## src/rtl/ofifo_col.sv

```systemverilog
// Per-column output FIFO behind the MAC row array; presents a row once every lane holds data.
// Optional build macro OFIFO_RELU_EN: negative psums are clamped to zero on write.
module ofifo_col #(
  parameter int col     = 8,
  parameter int psum_bw = 16,
  parameter int DEPTH   = 16
) (
  input  logic                   clk,
  input  logic                   reset,
  input  logic [col-1:0]         wr,
  input  logic [psum_bw*col-1:0] in,
  input  logic                   rd,
  output logic [psum_bw*col-1:0] out,
  output logic                   o_valid,
  output logic                   o_full,
  output logic                   o_ready,
  output logic                   o_ovf
);

  localparam int AW = $clog2(DEPTH);
  localparam int CW = AW + 1;
  localparam logic [CW-1:0] CNT_FULL = CW'(DEPTH);

  logic [psum_bw-1:0]           mem_q [col][DEPTH];
  logic [col-1:0][AW-1:0]       wptr_q, wptr_d;
  logic [col-1:0][AW-1:0]       rptr_q, rptr_d;
  logic [col-1:0][CW-1:0]       cnt_q, cnt_d;
  logic                         ovf_q, ovf_d;
  logic [col-1:0]               acc;
  logic [col-1:0][psum_bw-1:0]  wdata;
  logic                         pop;

  // Status comes only from registered counts.
  always_comb begin
    o_valid = 1'b1;
    o_full  = 1'b0;
    for (int i = 0; i < col; i++) begin
      if (cnt_q[i] == '0)      o_valid = 1'b0;
      if (cnt_q[i] == CNT_FULL) o_full = 1'b1;
    end
    o_ready = ~o_full;
    o_ovf   = ovf_q;
  end

  assign pop = rd & o_valid;

  always_comb begin
    wptr_d = wptr_q;
    rptr_d = rptr_q;
    cnt_d  = cnt_q;
    ovf_d  = ovf_q;
    acc    = '0;
    wdata  = '0;
    for (int i = 0; i < col; i++) begin
      wdata[i] = in[psum_bw*i +: psum_bw];
`ifdef OFIFO_RELU_EN
      if (wdata[i][psum_bw-1]) wdata[i] = '0;
`endif
      // A full lane still takes a write when the same edge pops it.
      acc[i] = wr[i] & ((cnt_q[i] != CNT_FULL) | pop);
      if (wr[i] & ~acc[i]) ovf_d = 1'b1;
      if (acc[i]) wptr_d[i] = wptr_q[i] + AW'(1);
      if (pop)    rptr_d[i] = rptr_q[i] + AW'(1);
      cnt_d[i] = cnt_q[i] + CW'(acc[i]) - CW'(pop);
    end
  end

  always_ff @(posedge clk or negedge reset) begin
    if (!reset) begin
      wptr_q <= '0;
      rptr_q <= '0;
      cnt_q  <= '0;
      ovf_q  <= 1'b0;
    end else begin
      wptr_q <= wptr_d;
      rptr_q <= rptr_d;
      cnt_q  <= cnt_d;
      ovf_q  <= ovf_d;
    end
  end

  // Storage is not reset; clearing the counts is enough to discard it.
  always_ff @(posedge clk) begin
    for (int i = 0; i < col; i++) begin
      if (acc[i]) mem_q[i][wptr_q[i]] <= wdata[i];
    end
  end

  always_comb begin
    out = '0;
    for (int i = 0; i < col; i++) begin
      out[psum_bw*i +: psum_bw] = mem_q[i][rptr_q[i]];
    end
  end

endmodule

```

## config.mk

```make
export PLATFORM = sky130hd
export DESIGN_NAME = ofifo_col
export DESIGN_NICKNAME = d
export VERILOG_FILES = /design/src/rtl/ofifo_col.sv
export SDC_FILE = /design/constraint.sdc
export NUM_CORES = 2
export LEC_CHECK = 0
export CAP_MARGIN = 20
export CORE_MARGIN = 2
export CORE_UTILIZATION = 42
export DETAILED_ROUTE_END_ITERATION = 10
export PLACE_DENSITY_LB_ADDON = 0.12
export SYNTH_ARGS = -nofsm -noshare
export SYNTH_HDL_FRONTEND = slang
export SYNTH_SLANG_ARGS = --single-unit
```

## constraint.sdc

```tcl
create_clock -name clk -period 3.9 [get_ports clk]
set_input_delay 0.78 -clock clk [delete_from_list [all_inputs] [get_ports clk]]
set_output_delay 0.78 -clock clk [all_outputs]
set_load 0.02 [all_outputs]
```

==> flow_summary.toml <==
[final_layout]
layoutNonFillerInstCount = 7163
register_area_sq_um = 64200
syn_to_final_growth_pct = 19.5
final_layout_size_suffix_gt1_frac = 0.321
final_nets = 4551
fin_util = 0.506
multi_input_area_sq_um = 19100
fillCellCount = 15600

[routing]
routed_wl_um = 193000
drtIter0Drc = 2951
vias = 38900
drc_errors = 0
dr.pass1.iters = 5
ant_nets = 0
avgViaCountPerCell = 5.43
avgRoutedWirePerCell_um = 27.0

[global_route]
grtUsageTotal = 0.192
overflow = 0
grt_pass1_vias = 41000
grt_start_max_net_pins = 71
grt_pass1_wl_um = 285000
grt_antenna_before_repair = 26

[setup_path]
arrival_ns = 3.03
critical_path.top_delay_family = "multiplexers"
max_stage_delay_ns = 0.51
crit_cells = 7
cpMaxStageDelayCell = "dfrtp_4"
start_kind = "flop"
criticalPathCategory = "flop to primary output"
path_cells = "buf_12 -> buf_16 -> buf_12 -> buf_6 -> mux4_2 -> mux4_2 -> clkbuf_2"
critPathRequiredTime_ns = 3.12
critPathCaptureType = "primary output"
reg2reg_depth = 10
path_buf_inv = 5
critPathMaxFanout = 7

[power]
leakagePower_nw = 32.7
vdd_drop_max_mv = 0.565
fin_total_pwr_mw = 76.0
p_per_area_nw_per_um2 = 760

[clocking]
cts_max_path_buffers = 3
cts_tree = "done"
cts.sinks = 2153
cts_made_buffers = 221
htree_levels = 4
clk_pin_slew_ns = 0.06
clock_latency_ns = 0.87
cts_root_buf = "clkbuf_16"

[placement]
placedCellCount = 6661
port_buffers = 270
gp_congestion = 0.731
dpl.hpwl_um = 112000
place_ws_ns = 0.224

[timing]
rsz0062_at_grt = "true"
finalCritPeriodShare = 0.977
relSlewSlack = 0.278
finalHoldViolations = 0
final.setup_skew_ns = 0.0434
clock.fmax_mhz = 262
finalCriticalPeriod_ns = 3.81
setup_viol = 0
worstMarginPinSlew_ns = 1.08
setup_slack_ns = 0.0896
maxSlewViolCount = 0
finalSetupTns_ns = 0

[synth]
postSynthCellCount = 3693
syn_area_sq_um = 83600
synth_top_area_cell = "edfxtp_1"
yosys.area.top_type_share = 0.735
netlist_top_cells_area = "edfxtp_1, mux4_2, dfrtp_1"
synthArstFlopShare = 0.0488
yosysWarnings = 0
ys_seq_area_frac = 0.767
synth_seq_cells = 2153
synth_nets = 3921
synthFlopType = "edfxtp_1"
synth.avg_cell_area_sq_um = 22.6
synth_edf_count = 2048
synth.distinct_cells = 51

[floorplan]
placementRows = 163
design.core.area_sq_um = 198000
ios = 271
dieArea_sq_um = 203000
die_w_um = 450
initial_utilization = 0.423
die_h_um = 450

[worst_hold_path]
hold_path_class = "flop to flop"
whs_path_depth = 1

[run_status]
status = "completed"

[run]
max-cap-violations = 0
## cells in the final DEF, fill, tap and decap left out, types with 30 or more instances in the layout
cell and instances:
clkbuf_16 224, buf_12 46, nor2_2 48, ha_1 81, clkdlybuf4s50_1 138, clkbuf_1 56, edfxtp_1 2048, nor2_1 30
clkinv_2 48, dlygate4sd2_1 60, dfrtp_1 90, mux4_2 592, xnor2_1 67, clkinv_1 42, inv_1 68, nor3_2 52
buf_4 243, mux2i_1 64, nand2_1 92
## kinds of logic after synthesis
| kind of cell | after synthesis | synth area share |
|---|---|---|
| compound gates | 136 | 0.0114 |
| xor+xnor | 80 | 0.00838 |
| fa+ha+maj | 89 | 0.0140 |
| buf+inv | 251 | 0.0125 |
| flops | 2153 | 0.767 |
| mux | 664 | 0.168 |
| simple gates | 320 | 0.0187 |
## what timing repair did
action / 4_1_cts / 5_1_grt
hold endpoints to repair: 45 / 0
endpoints found under the setup margin: 129 / 23
cloned: 10 / 1
gates resized for setup: 342 / 27
hold buffers: 1 / 0
setup buffers: 63 / 4
## routing by layer
layer,share of wire,vias to the layer above,global-route usage
li1,-,16800,-
met1,0.43,21000,0.264
met2,0.50,784,0.316
met3,0.042,271,0.0325
met4,0.025,20,0.0591
met5,0.00066,-,0
## synthesized netlist by cell type (12+ instances only)
master	number
mux4_2	592
o211ai_1	18
xor2_1	13
dfrtp_1	105
inv_1	68
and2_1	16
a22oi_1	16
ha_1	81
nor4b_1	20
a221oi_1	32
nor3_1	52
mux2i_1	64
o21ai_0	20
xnor2_1	67
nand2b_1	12
buf_1	32
buf_2	58
nor2_1	78
nand2_1	93
edfxtp_1	2048
clkbuf_1	86
a21oi_1	16
nand3_1	19
## area by class of cell
type / count / area share
Timing Repair Buffer: 589 / 0.0594
Clock buffer: 280 / 0.0581
Tap cell: 2640 / 0.0331
Multi-Input combinational cell: 1289 / 0.191
Antenna cell: 9 / 0.000225
Inverter: 69 / 0.00262
Sequential cell: 2153 / 0.642
Clock inverter: 134 / 0.0140
## per-stage QoR
| step | hold slack, ns | instance area, sq um |
|---|---|---|
| 2_1_floorplan | 0.460 | 83600 |
| 3_3_place_gp | 0.482 | 91600 |
| 3_5_place_dp | 0.486 | 91600 |
| 4_1_cts | 0.498 | 99900 |
| 5_1_grt | 0.527 | 99900 |
| 6_report | 0.494 | 99900 |
## final timing paths
check                           startpoint            to  slack (ns)
worst min-delay path            wptr_q[27]    wptr_q[27]        0.49
worst min register to register  wptr_q[27]    wptr_q[27]        0.49
worst max register to register   cnt_q[27]  mem_q[1][63]        0.36
max in group asynchronous            reset    rptr_q[13]        2.44
worst max-delay path             rptr_q[0]        out[3]        0.09
min in group asynchronous            reset    rptr_q[18]        0.57
## report_power, final
part	internal [mW]	switching [mW]
registers	28.2	1.28
logic	12.3	13.4
clock network	12.1	8.81
total	52.5	23.5
## sequential cells by signal, indices dropped and copies added (netlist names)
| register | cells |
|---|---|
| rptr_q | 32 |
| o_ovf | 1 |
| mem_q | 2048 |
| wptr_q | 32 |
| cnt_q | 40 |
Note: power is estimated with default switching activity, not from simulation.
